## config.mk

```make
export PLATFORM = sky130hd
export DESIGN_NAME = eth_rx_hdr_parser
export DESIGN_NICKNAME = d
export VERILOG_FILES = /design/src/rtl/eth_rx_hdr_parser.sv
export SDC_FILE = /design/constraint.sdc
export NUM_CORES = 1
export LEC_CHECK = 0
export ABC_AREA = 0
export BUFFER_PORTS_ARGS = -buffer_cell sky130_fd_sc_hd__buf_2
export CAP_MARGIN = 25
export CORE_ASPECT_RATIO = 0.7
export CORE_MARGIN = 5
export CORE_UTILIZATION = 35
export DETAILED_ROUTE_END_ITERATION = 7
export GPL_ROUTABILITY_DRIVEN = 1
export HOLD_SLACK_MARGIN = 0.15
export SYNTH_ARGS = -nofsm -noshare
export SYNTH_HDL_FRONTEND = slang
export SYNTH_SLANG_ARGS = --single-unit
```

## constraint.sdc

```tcl
create_clock -name axis_clk -period 2.7 [get_ports axis_clk]
set_input_delay 0.405 -clock axis_clk [delete_from_list [all_inputs] [get_ports axis_clk]]
set_output_delay 0.405 -clock axis_clk [all_outputs]
set_load 0.01 [all_outputs]
```

## src/rtl/eth_rx_hdr_parser.sv

```systemverilog
// rtl/eth_rx_hdr_parser.sv - Ethernet RX header parser: byte stream to header fields plus payload stream
//
// Splits a raw 8-bit Ethernet frame (FCS already removed) into a 14-byte header
// and a payload stream. Unicast frames addressed elsewhere can be filtered out.
// Accepted and dropped frames are counted.
//
// Ports:
//   axis_clk, axis_rst_n        clock, asynchronous active-low reset
//   local_mac                   station MAC used by the unicast filter
//   s_axis_*                    raw frame bytes in (tuser = bad-frame flag with tlast)
//   m_eth_hdr_valid/ready       header handshake
//   m_eth_dest_mac/src_mac/type header fields, stable while hdr_valid is high
//   m_eth_payload_axis_*        payload bytes out, tuser marks a bad frame on the last byte
//   frames_ok, frames_dropped   wrapping frame counters
//   err_runt                    one-cycle pulse per frame shorter than 15 bytes
module eth_rx_hdr_parser #(
    parameter int ENABLE_MAC_FILTER = 1,
    parameter int CNT_WIDTH         = 16
) (
    input  logic                 axis_clk,
    input  logic                 axis_rst_n,
    input  logic [47:0]          local_mac,
    input  logic [7:0]           s_axis_tdata,
    input  logic                 s_axis_tvalid,
    output logic                 s_axis_tready,
    input  logic                 s_axis_tlast,
    input  logic                 s_axis_tuser,
    output logic                 m_eth_hdr_valid,
    input  logic                 m_eth_hdr_ready,
    output logic [47:0]          m_eth_dest_mac,
    output logic [47:0]          m_eth_src_mac,
    output logic [15:0]          m_eth_type,
    output logic [7:0]           m_eth_payload_axis_tdata,
    output logic                 m_eth_payload_axis_tvalid,
    input  logic                 m_eth_payload_axis_tready,
    output logic                 m_eth_payload_axis_tlast,
    output logic                 m_eth_payload_axis_tuser,
    output logic [CNT_WIDTH-1:0] frames_ok,
    output logic [CNT_WIDTH-1:0] frames_dropped,
    output logic                 err_runt
);

    typedef enum logic [1:0] {
        HDR,
        PAYLOAD,
        DROP
    } state_t;

    state_t        state;
    logic [3:0]    cnt;
    logic [103:0]  hdr_sh;      // header bytes 0..12, most recent byte in [7:0]
    logic          run;         // keeps tready low while in reset and for the first cycle after
    logic          s_fire;
    logic [47:0]   dest_now;
    logic [111:0]  hdr_full;
    logic          reject;

    // Destination MAC as it stands when byte 5 is on the input.
    assign dest_now = {hdr_sh[39:0], s_axis_tdata};
    // Complete header as it stands when byte 13 is on the input.
    assign hdr_full = {hdr_sh, s_axis_tdata};
    // Broadcast/multicast (I/G bit set) always passes the filter.
    assign reject   = (ENABLE_MAC_FILTER != 0) && (dest_now != local_mac) && !dest_now[40];

    always_comb begin
        s_axis_tready = 1'b0;
        case (state)
            // Only header backpressure: a new header cannot complete while the old one is unaccepted.
            HDR:     s_axis_tready = run && !((cnt == 4'd13) && m_eth_hdr_valid);
            PAYLOAD: s_axis_tready = run && (!m_eth_payload_axis_tvalid || m_eth_payload_axis_tready);
            DROP:    s_axis_tready = run;
            default: s_axis_tready = 1'b0;
        endcase
    end

    assign s_fire = s_axis_tvalid && s_axis_tready;

    always_ff @(posedge axis_clk or negedge axis_rst_n) begin
        if (!axis_rst_n) begin
            state                     <= HDR;
            cnt                       <= 4'd0;
            hdr_sh                    <= '0;
            run                       <= 1'b0;
            m_eth_hdr_valid           <= 1'b0;
            m_eth_dest_mac            <= '0;
            m_eth_src_mac             <= '0;
            m_eth_type                <= '0;
            m_eth_payload_axis_tdata  <= '0;
            m_eth_payload_axis_tvalid <= 1'b0;
            m_eth_payload_axis_tlast  <= 1'b0;
            m_eth_payload_axis_tuser  <= 1'b0;
            frames_ok                 <= '0;
            frames_dropped            <= '0;
            err_runt                  <= 1'b0;
        end else begin
            run      <= 1'b1;
            err_runt <= 1'b0;

            if (m_eth_hdr_valid && m_eth_hdr_ready) begin
                m_eth_hdr_valid <= 1'b0;
            end
            // Output register drains independently of the parser state, so the last
            // payload byte can sit here while the next header is being collected.
            if (m_eth_payload_axis_tvalid && m_eth_payload_axis_tready) begin
                m_eth_payload_axis_tvalid <= 1'b0;
            end

            if (s_fire) begin
                case (state)
                    HDR: begin
                        hdr_sh <= {hdr_sh[95:0], s_axis_tdata};
                        if (s_axis_tlast) begin
                            // Runt takes priority over the filter decision on byte 5.
                            err_runt       <= 1'b1;
                            frames_dropped <= frames_dropped + 1'b1;
                            cnt            <= 4'd0;
                        end else if ((cnt == 4'd5) && reject) begin
                            state <= DROP;
                            cnt   <= 4'd0;
                        end else if (cnt == 4'd13) begin
                            m_eth_dest_mac  <= hdr_full[111:64];
                            m_eth_src_mac   <= hdr_full[63:16];
                            m_eth_type      <= hdr_full[15:0];
                            m_eth_hdr_valid <= 1'b1;
                            frames_ok       <= frames_ok + 1'b1;
                            state           <= PAYLOAD;
                            cnt             <= 4'd0;
                        end else begin
                            cnt <= cnt + 4'd1;
                        end
                    end
                    PAYLOAD: begin
                        m_eth_payload_axis_tdata  <= s_axis_tdata;
                        m_eth_payload_axis_tvalid <= 1'b1;
                        m_eth_payload_axis_tlast  <= s_axis_tlast;
                        m_eth_payload_axis_tuser  <= s_axis_tlast && s_axis_tuser;
                        if (s_axis_tlast) begin
                            state <= HDR;
                            cnt   <= 4'd0;
                        end
                    end
                    DROP: begin
                        if (s_axis_tlast) begin
                            state          <= HDR;
                            frames_dropped <= frames_dropped + 1'b1;
                        end
                    end
                    default: state <= HDR;
                endcase
            end
        end
    end

endmodule

```

==> impl_table.tex, run 1 <==
\begin{tabular}{lr}
\hline
Metric & Value \\
\hline
\multicolumn{2}{l}{\textbf{Yosys}} \\
Top cells by instance count after synthesis & dfrtp\_1 (268), mux2\_2 (210), xor2\_1 (55) \\
Predominant post-synthesis flop cell & dfrtp\_1 \\
Share of synthesized flip-flops with an asynchronous set or reset & 1.00 \\
Post-Syn Area & 0.0110 mm2 \\
Number of synthesized flops with an enable pin & 0 \\
Cell count after synthesis & 725 \\
Flip-flop and latch count after synthesis & 268 \\
Number of warnings printed during yosys synthesis & 0 \\
Post-synthesis net count & 796 \\
Cell accounting for the most synthesized area & dfrtp\_1 \\
Proportion of netlist area held by the largest area contributor & 0.610 \\
Syn\_area\_per\_cell & 15.2 um2 \\
Synth area leaders & dfrtp\_1 (61\%), mux2\_2 (22\%), xor2\_1 (4.4\%), mux2\_4 (2.2\%), xnor2\_1 (1.8\%) \\
Portion of the post-synthesis area used by sequential elements & 0.610 \\
Most instantiated library cell after synthesis & dfrtp\_1 \\
Number of distinct library cells after synthesis & 42 \\
\multicolumn{2}{l}{\textbf{Placement}} \\
Number of buffers inserted by port buffering & 220 \\
Placement Setup Slack & 0.171 ns \\
Cell total after placement & 1360 \\
Estimated wirelength of the detail-placed design & 18200 um \\
Final weighted congestion of routability-driven global placement & 0.795 \\
\multicolumn{2}{l}{\textbf{Route}} \\
Via count of the routed design & 6614 \\
WL/cell & 18.1 um \\
Vias/cell & 4.65 \\
Remaining routing DRC violations & 0 \\
First-iteration detailed-routing DRC count & 360 \\
Detailed-router iteration count before antenna repair & 4 \\
Final Routed Wirelength & 25800 um \\
Number of nets with antenna violations after detailed routing & 0 \\
\multicolumn{2}{l}{\textbf{Status}} \\
Result of the run & completed \\
\multicolumn{2}{l}{\textbf{Finish}} \\
Share of layout cells above drive strength 1 & 0.525 \\
Non-filler instance count after layout & 1422 \\
Relative area change from synthesis to final layout & 25.6\% \\
Net total in the final layout & 1050 \\
\multicolumn{2}{l}{\textbf{Floorplan}} \\
Chip Height & 158 um \\
Number of standard-cell rows in the floorplan & 54 \\
Number of I/O pins & 221 \\
Die area & 0.0351 mm2 \\
Die X-Extent & 222 um \\
Initial Util & 0.354 \\
Area inside the core boundary & 0.0311 mm2 \\
\multicolumn{2}{l}{\textbf{Critical path}} \\
Data arrival time of the critical path & 2.13 ns \\
Number of cell instances on the worst register-to-register path & 8 \\
Element type at the critical path start & flop \\
Reg2Reg Setup Slack & 0.23 ns \\
List of cells traversed by the critical path & inv\_1 > ha\_1 > nor2b\_4 > a221oi\_4 > nor3b\_1 > buf\_2 \\
Critical path start-end classification & reg2out \\
Sort of element at the end of the critical path & primary output \\
Worst r2r src & hdr\_sh[0] \\
Crit path max fanout & 6 \\
Slowest stage delay, CP & 0.42 ns \\
Critical-path top delay cell & a221oi\_4 \\
CP required & 2.30 ns \\
Endpoint of the worst register-to-register path & cnt[3] \\
\multicolumn{2}{l}{\textbf{STA}} \\
Part of the cycle the worst path needs & 0.941 \\
Final setup violation count & 0 \\
Maximum clock rate & 394 MHz \\
Final setup margin & 0.161 ns \\
Max-slew violation total from the final report & 0 \\
Sum of negative setup slack & 0 ns \\
Worst-margin pin slew & 0.911 ns \\
Unrepaired setup endpoints after global routing & no \\
Worst Clk Skew & 0.0160 ns \\
Minimum period implied by the final worst setup slack & 2.54 ns \\
Worst slew margin relative to its limit & 0.387 \\
Number of endpoints with negative hold slack in the final report & 0 \\
\multicolumn{2}{l}{\textbf{Clock network}} \\
Clock tree root buffer cell & clkbuf\_16 \\
Clock sinks & 268 \\
Clock Tree Buf Depth & 3 \\
Clock tree from TritonCTS & yes \\
Number of buffers created by CTS & 27 \\
Clock-pin slew on the worst setup and hold paths & 0.06 ns \\
H-tree depth & 1 \\
Resized cells post-CTS & 0 \\
Worst-Skew Late Latency & 0.54 ns \\
Count of buffers added by post-CTS timing repair for setup & 0 \\
\multicolumn{2}{l}{\textbf{Global routing}} \\
First-pass GRT wire length & 41200 um \\
Overflow left after global routing & 0 \\
All-layer global routing usage & 0.146 \\
Largest net degree at the start of global routing & 84 \\
Vias in the first global route & 7036 \\
Antenna violations before repair & 3 \\
\multicolumn{2}{l}{\textbf{Min path}} \\
Start point of the worst hold path & s\_axis\_tdata[7] \\
Endpoint of the worst hold-timing path & m\_eth\_type[7] \\
Worst hold path depth & 2 \\
Classification of the worst-slack hold path & in2reg \\
\multicolumn{2}{l}{\textbf{Job}} \\
Max-Cap Viols & 0 \\
\multicolumn{2}{l}{\textbf{Power}} \\
Post-layout power & 11.4 mW \\
PD cells & 827 mW/mm2 \\
Leak pwr & 7.06 nW \\
VDD IR-drop max & 0.000514 V \\
\hline
\end{tabular}
[repair_timing]
item	4_1_cts	5_1_grt
hold endpoints to repair	98	0
endpoints found under the setup margin	0	0
hold buffers	10	0
[layout make-up]
class                      instances  area (um2)
clock inverter                    14         209
clock buffer                      36         779
timing repair buffer             253        1480
tap                              420         526
sequential                       268        6710
inverter                           9        33.8
fill                            2908       17300
antenna                            2        5.00
multi-input combinational        420        4060
[through the flow]
step	instance area (um2)	utilization	hold slack [ns]
6_report	13800	0.444	0.180
2_1_floorplan	11000	-	0.109
3_3_place_gp	12700	0.409	0.452
4_1_cts	13800	0.444	0.154
3_5_place_dp	12700	0.409	0.456
5_1_grt	13800	0.444	0.184
[power by group]
group          total [mW]  leakage (nW)  switching (mW)  internal [mW]
Sequential           5.69          3.53           0.889           4.80
Combinational        1.62          3.05           0.607           1.02
Clock                4.11         0.477            1.60           2.51
[cell families (layout without fill, tap and decap cells)]
kind of cell    count (synthesis)  count (layout)  share of synthesized area
flops                         268             268                      0.610
mux                           226             226                      0.237
simple gates                   90              90                     0.0474
xor+xnor                       78              78                     0.0622
buf+inv                        37             312                     0.0206
compound gates                 17              17                     0.0133
fa+ha+maj                       8               8                    0.00911
other cells                     1               3                   0.000341
[per-layer routing]
layer  wire length [um]  vias to the layer above  track usage
li1                   -                     3086            -
met5                 34                        -            0
met3               1380                       33       0.0402
met1              12500                     3368        0.213
met4                468                        4       0.0273
met2              11400                      123        0.223
[worst max-delay path: cells and delay by family, from the launching register on]
family	cells	cell delay [ns]
AO/OA/AOI/OAI	1	0.42
flip-flops	1	0.41
adder cells (fa/ha/maj)	1	0.34
buffers and inverters	2	0.25
AND/OR/NAND/NOR	2	0.19
[registers in the layout (all words and copies together), names as in the netlist, 2 cells and up]
signal / count
cnt: 4
frames_ok: 16
m_eth_payload_axis_tdata: 8
m_eth_type: 16
state: 2
m_eth_dest_mac: 48
hdr_sh: 104
frames_dropped: 16
m_eth_src_mac: 48
[worst max-delay path by stage]
stage                 start             to  slack (ns)
2_1_floorplan      state[0]  m_eth_type[0]        0.35
3_3_place_gp   local_mac[8]         cnt[3]        0.25
3_5_place_dp   local_mac[8]         cnt[3]        0.17
4_1_cts            state[1]  s_axis_tready        0.13
5_1_grt            state[1]  s_axis_tready        0.02
6_report           state[1]  s_axis_tready        0.16
[placed cells by master (no fill, tap or decap), drive strengths merged, types with 2 or more instances in the layout]
cell type	instances
clkinv	4
o31ai	3
mux2	226
nor3b	2
xnor2	23
diode	2
bufinv	5
and3	7
nand3b	2
nand4	11
and4	2
buf	243
nor2	5
inv	10
dlygate4sd3	10
xor2	55
a21oi	3
nand2	19
nor4	14
nand2b	2
nor3	5
nor2b	4
ha	8
and2	2
o21ai	3
dfrtp	268
nand3	14
clkinvlp	4
clkbuf	36
No activity file was read; power rests on OpenSTA's default activity.
==> run 2, diff against run 1 <==
--- a/config.mk
+++ b/config.mk
@@ -6,14 +6,15 @@
 export NUM_CORES = 1
 export LEC_CHECK = 0
 export ABC_AREA = 0
-export BUFFER_PORTS_ARGS = -buffer_cell sky130_fd_sc_hd__buf_2
 export CAP_MARGIN = 25
-export CORE_ASPECT_RATIO = 0.7
+export CORE_ASPECT_RATIO = 1.25
 export CORE_MARGIN = 5
 export CORE_UTILIZATION = 35
 export DETAILED_ROUTE_END_ITERATION = 7
+export DONT_BUFFER_PORTS = 1
 export GPL_ROUTABILITY_DRIVEN = 1
 export HOLD_SLACK_MARGIN = 0.15
+export SETUP_SLACK_MARGIN = 0.5
 export SYNTH_ARGS = -nofsm -noshare
 export SYNTH_HDL_FRONTEND = slang
 export SYNTH_SLANG_ARGS = --single-unit
==> impl_table.tex, run 2 (same netlist as run 1, synthesis figures left out) <==
\begin{tabular}{lr}
\hline
Metric & Value \\
\hline
\multicolumn{2}{l}{\textbf{Critical path}} \\
Crit path max-delay family & buffers and inverters \\
Critical path start-end classification & reg2reg \\
Buffers \& Inverters on Critical Path & 5 (+3) \\
Crit path max fanout & 5 (-1) \\
Data arrival time of the critical path & 2.81 ns (+0.68 ns) \\
Sort of element at the end of the critical path & flop \\
Critical-path top delay cell & dfrtp\_1 \\
List of cells traversed by the critical path & inv\_2 > ha\_4 > nor2b\_4 > a221oi\_4 > buf\_4 > nor2\_4 > and2\_4 > buf\_12 > buf\_12 > clkbuf\_16 > mux2\_2 \\
Slowest stage delay, CP & 0.43 ns (about the same) \\
Levels on crit path & 11 (+5) \\
Number of cell instances on the worst register-to-register path & 11 (+3) \\
Element type at the critical path start & flop \\
Critical path's most frequent cell & buf\_12 \\
CP required & 3.13 ns (+0.83 ns) \\
\multicolumn{2}{l}{\textbf{STA}} \\
Worst-margin pin slew & 0.561 ns (-0.350 ns) \\
Worst slew margin relative to its limit & 0.623 (+0.236) \\
Number of endpoints with negative hold slack in the final report & 268 (+268) \\
Worst hold margin & -0.439 ns (-0.620 ns) \\
Part of the cycle the worst path needs & 0.882 (-0.0588) \\
Worst Clk Skew & 0.00887 ns (-0.00717 ns) \\
Final setup violation count & 0 (unchanged) \\
Unrepaired setup endpoints after global routing & yes \\
Maximum clock rate & 420 MHz (+6.7\%) \\
Max-slew violation total from the final report & 0 (unchanged) \\
Sum of negative setup slack & 0 ns (unchanged) \\
Minimum period implied by the final worst setup slack & 2.38 ns (-0.159 ns) \\
\multicolumn{2}{l}{\textbf{Power}} \\
PD cells & 840 mW/mm2 (+1.5\%) \\
Leak pwr & 6.42 nW (-8.9\%) \\
VDD IR-drop max & 0.000532 V (+3.5\%) \\
\multicolumn{2}{l}{\textbf{Global routing}} \\
Largest net degree at the start of global routing & 269 (+220\%) \\
All-layer global routing usage & 0.151 (+0.00439) \\
First-pass GRT wire length & 41400 um (+0.42\%) \\
Overflow left after global routing & 0 (unchanged) \\
Antenna violations before repair & 0 (-3) \\
Vias in the first global route & 6435 (-8.5\%) \\
\multicolumn{2}{l}{\textbf{Finish}} \\
Commonest cells after routing, fill and taps aside & dfrtp\_1 (267), mux2\_2 (191), xor2\_1 (55) \\
Relative area change from synthesis to final layout & 25.5\% \\
Registers with the most flip-flops & hdr\_sh x104, m\_eth\_dest\_mac x48, m\_eth\_src\_mac x48 \\
Share of layout cells above drive strength 1 & 0.454 (-0.0711) \\
Total non-filler cell area in the finished layout & 0.0138 mm2 (-0.11\%) \\
Leading cell type in the layout, fill and taps excluded & dfrtp\_1 \\
Net total in the final layout & 884 (-16\%) \\
Number of flip-flops in the largest register & 104 (unchanged) \\
Total of fill cells in the finished design & 2746 (-5.6\%) \\
Antenna fix cells & 0 (-2) \\
Register containing the most flip-flops in the final layout & hdr\_sh \\
\multicolumn{2}{l}{\textbf{Min path}} \\
Classification of the worst-slack hold path & in2async \\
\multicolumn{2}{l}{\textbf{Job}} \\
Max-Cap Viols & 0 (unchanged) \\
\multicolumn{2}{l}{\textbf{Clock network}} \\
Worst-Skew Late Latency & 0.54 ns (about the same) \\
Number of buffers created by CTS & 28 (+3.7\%) \\
Clock-pin slew on the worst setup and hold paths & 0.06 ns (about the same) \\
Hold Buf Count CTS & 12 (+2) \\
Clock tree from TritonCTS & yes \\
H-tree depth & 1 (unchanged) \\
Clock tree root buffer cell & clkbuf\_16 \\
Clock Tree Buf Depth & 3 (unchanged) \\
Clock sinks & 268 (unchanged) \\
\multicolumn{2}{l}{\textbf{Route}} \\
Detailed-router iteration count before antenna repair & 4 (unchanged) \\
Final Routed Wirelength & 29100 um (+13\%) \\
Vias/cell & 4.97 (+6.8\%) \\
Via count of the routed design & 6172 (-6.7\%) \\
Number of nets with antenna violations after detailed routing & 0 (unchanged) \\
Remaining routing DRC violations & 0 (unchanged) \\
First-iteration detailed-routing DRC count & 234 (-35\%) \\
WL/cell & 23.4 um (+29\%) \\
\multicolumn{2}{l}{\textbf{Floorplan}} \\
Die area & 0.0351 mm2 (about the same) \\
Number of standard-cell rows in the floorplan & 72 (+33\%) \\
Area inside the core boundary & 0.0310 mm2 (-0.29\%) \\
Initial Util & 0.355 (+0.00103) \\
Number of I/O pins & 221 (unchanged) \\
Chip Height & 208 um (+32\%) \\
Die X-Extent & 169 um (-24\%) \\
\multicolumn{2}{l}{\textbf{Status}} \\
Failing checks & hold timing \\
Result of the run & complete, but fails checks \\
\multicolumn{2}{l}{\textbf{Placement}} \\
Estimated wirelength of the detail-placed design & 17500 um (-4.0\%) \\
Number of buffers inserted by port buffering & 0 (-100\%) \\
Final weighted congestion of routability-driven global placement & 0.779 (-2.0\%) \\
Cell area reported after detailed placement & 0.0115 mm2 (-9.5\%) \\
\hline
\end{tabular}
-- run 2: metal layers --
metal | up-vias | routed length [um] | track usage
li1 | 2749 | - | -
met1 | 3208 | 11000 | 0.175
met2 | 187 | 15100 | 0.260
met3 | 28 | 2390 | 0.0566
met4 | 0 | 614 | 0.0417
met5 | - | 0 | 0.00561
-- run 2: report_power, final --
part	switching (mW)	total [mW]	internal [mW]
clock	1.60	4.13	2.53
combinational	0.581	1.73	1.15
sequential	0.918	5.72	4.80
-- run 2: final timing paths --
check | startpoint | to | slack, ns
setup / recovery | state[1] | hdr_sh[93] | 0.32
hold / removal | axis_rst_n | frames_ok[12] | -0.44
setup reg to reg | state[1] | hdr_sh[93] | 0.32
hold reg to reg | hdr_sh[100] | hdr_sh[100] | 0.51
max in group asynchronous | axis_rst_n | hdr_sh[36] | 2.72
min in group axis_clk | s_axis_tlast | cnt[0] | 0.21
-- run 2: worst register-to-register path, cell delays in order, from the launching register on --
cell and delay (ns):
dfrtp_1 0.43, inv_2 0.10, ha_4 0.18, nor2b_4 0.13
a221oi_4 0.30, buf_4 0.21, nor2_4 0.05, and2_4 0.17
buf_12 0.16, buf_12 0.13, clkbuf_16 0.15, mux2_2 0.26
-- run 2: final cells by class --
| class | count | area [um2] | area share |
|---|---|---|---|
| flip-flops and latches | 268 | 6710 | 0.486 |
| multi-input cells | 421 | 4310 | 0.312 |
| repair buffers | 85 | 1240 | 0.0896 |
| clock buffers | 41 | 841 | 0.0610 |
| well taps | 407 | 509 | 0.0369 |
| clock inverters | 11 | 155 | 0.0113 |
| inverters | 9 | 33.8 | 0.00245 |
-- run 2: metrics by stage --
stage / total power, mW / cells / setup slack (ns) / utilization
2_1_floorplan: 6.60 / 725 / 0.472 / -
3_3_place_gp: 7.21 / 1120 / 0.380 / 0.371
3_5_place_dp: 7.27 / 1120 / 0.275 / 0.371
4_1_cts: 11.6 / 1205 / 0.391 / 0.422
5_1_grt: 12.1 / 1242 / 0.248 / 0.445
6_report: 11.6 / 1242 / 0.319 / 0.445
-- run 2: repair_timing --
action                     4_1_cts  5_1_grt
hold endpoints to repair       299      268
pin swaps                       11       18
cloned                           5       18
resized for setup               41       42
setup endpoints to repair      227      255
buffers inserted                16       19
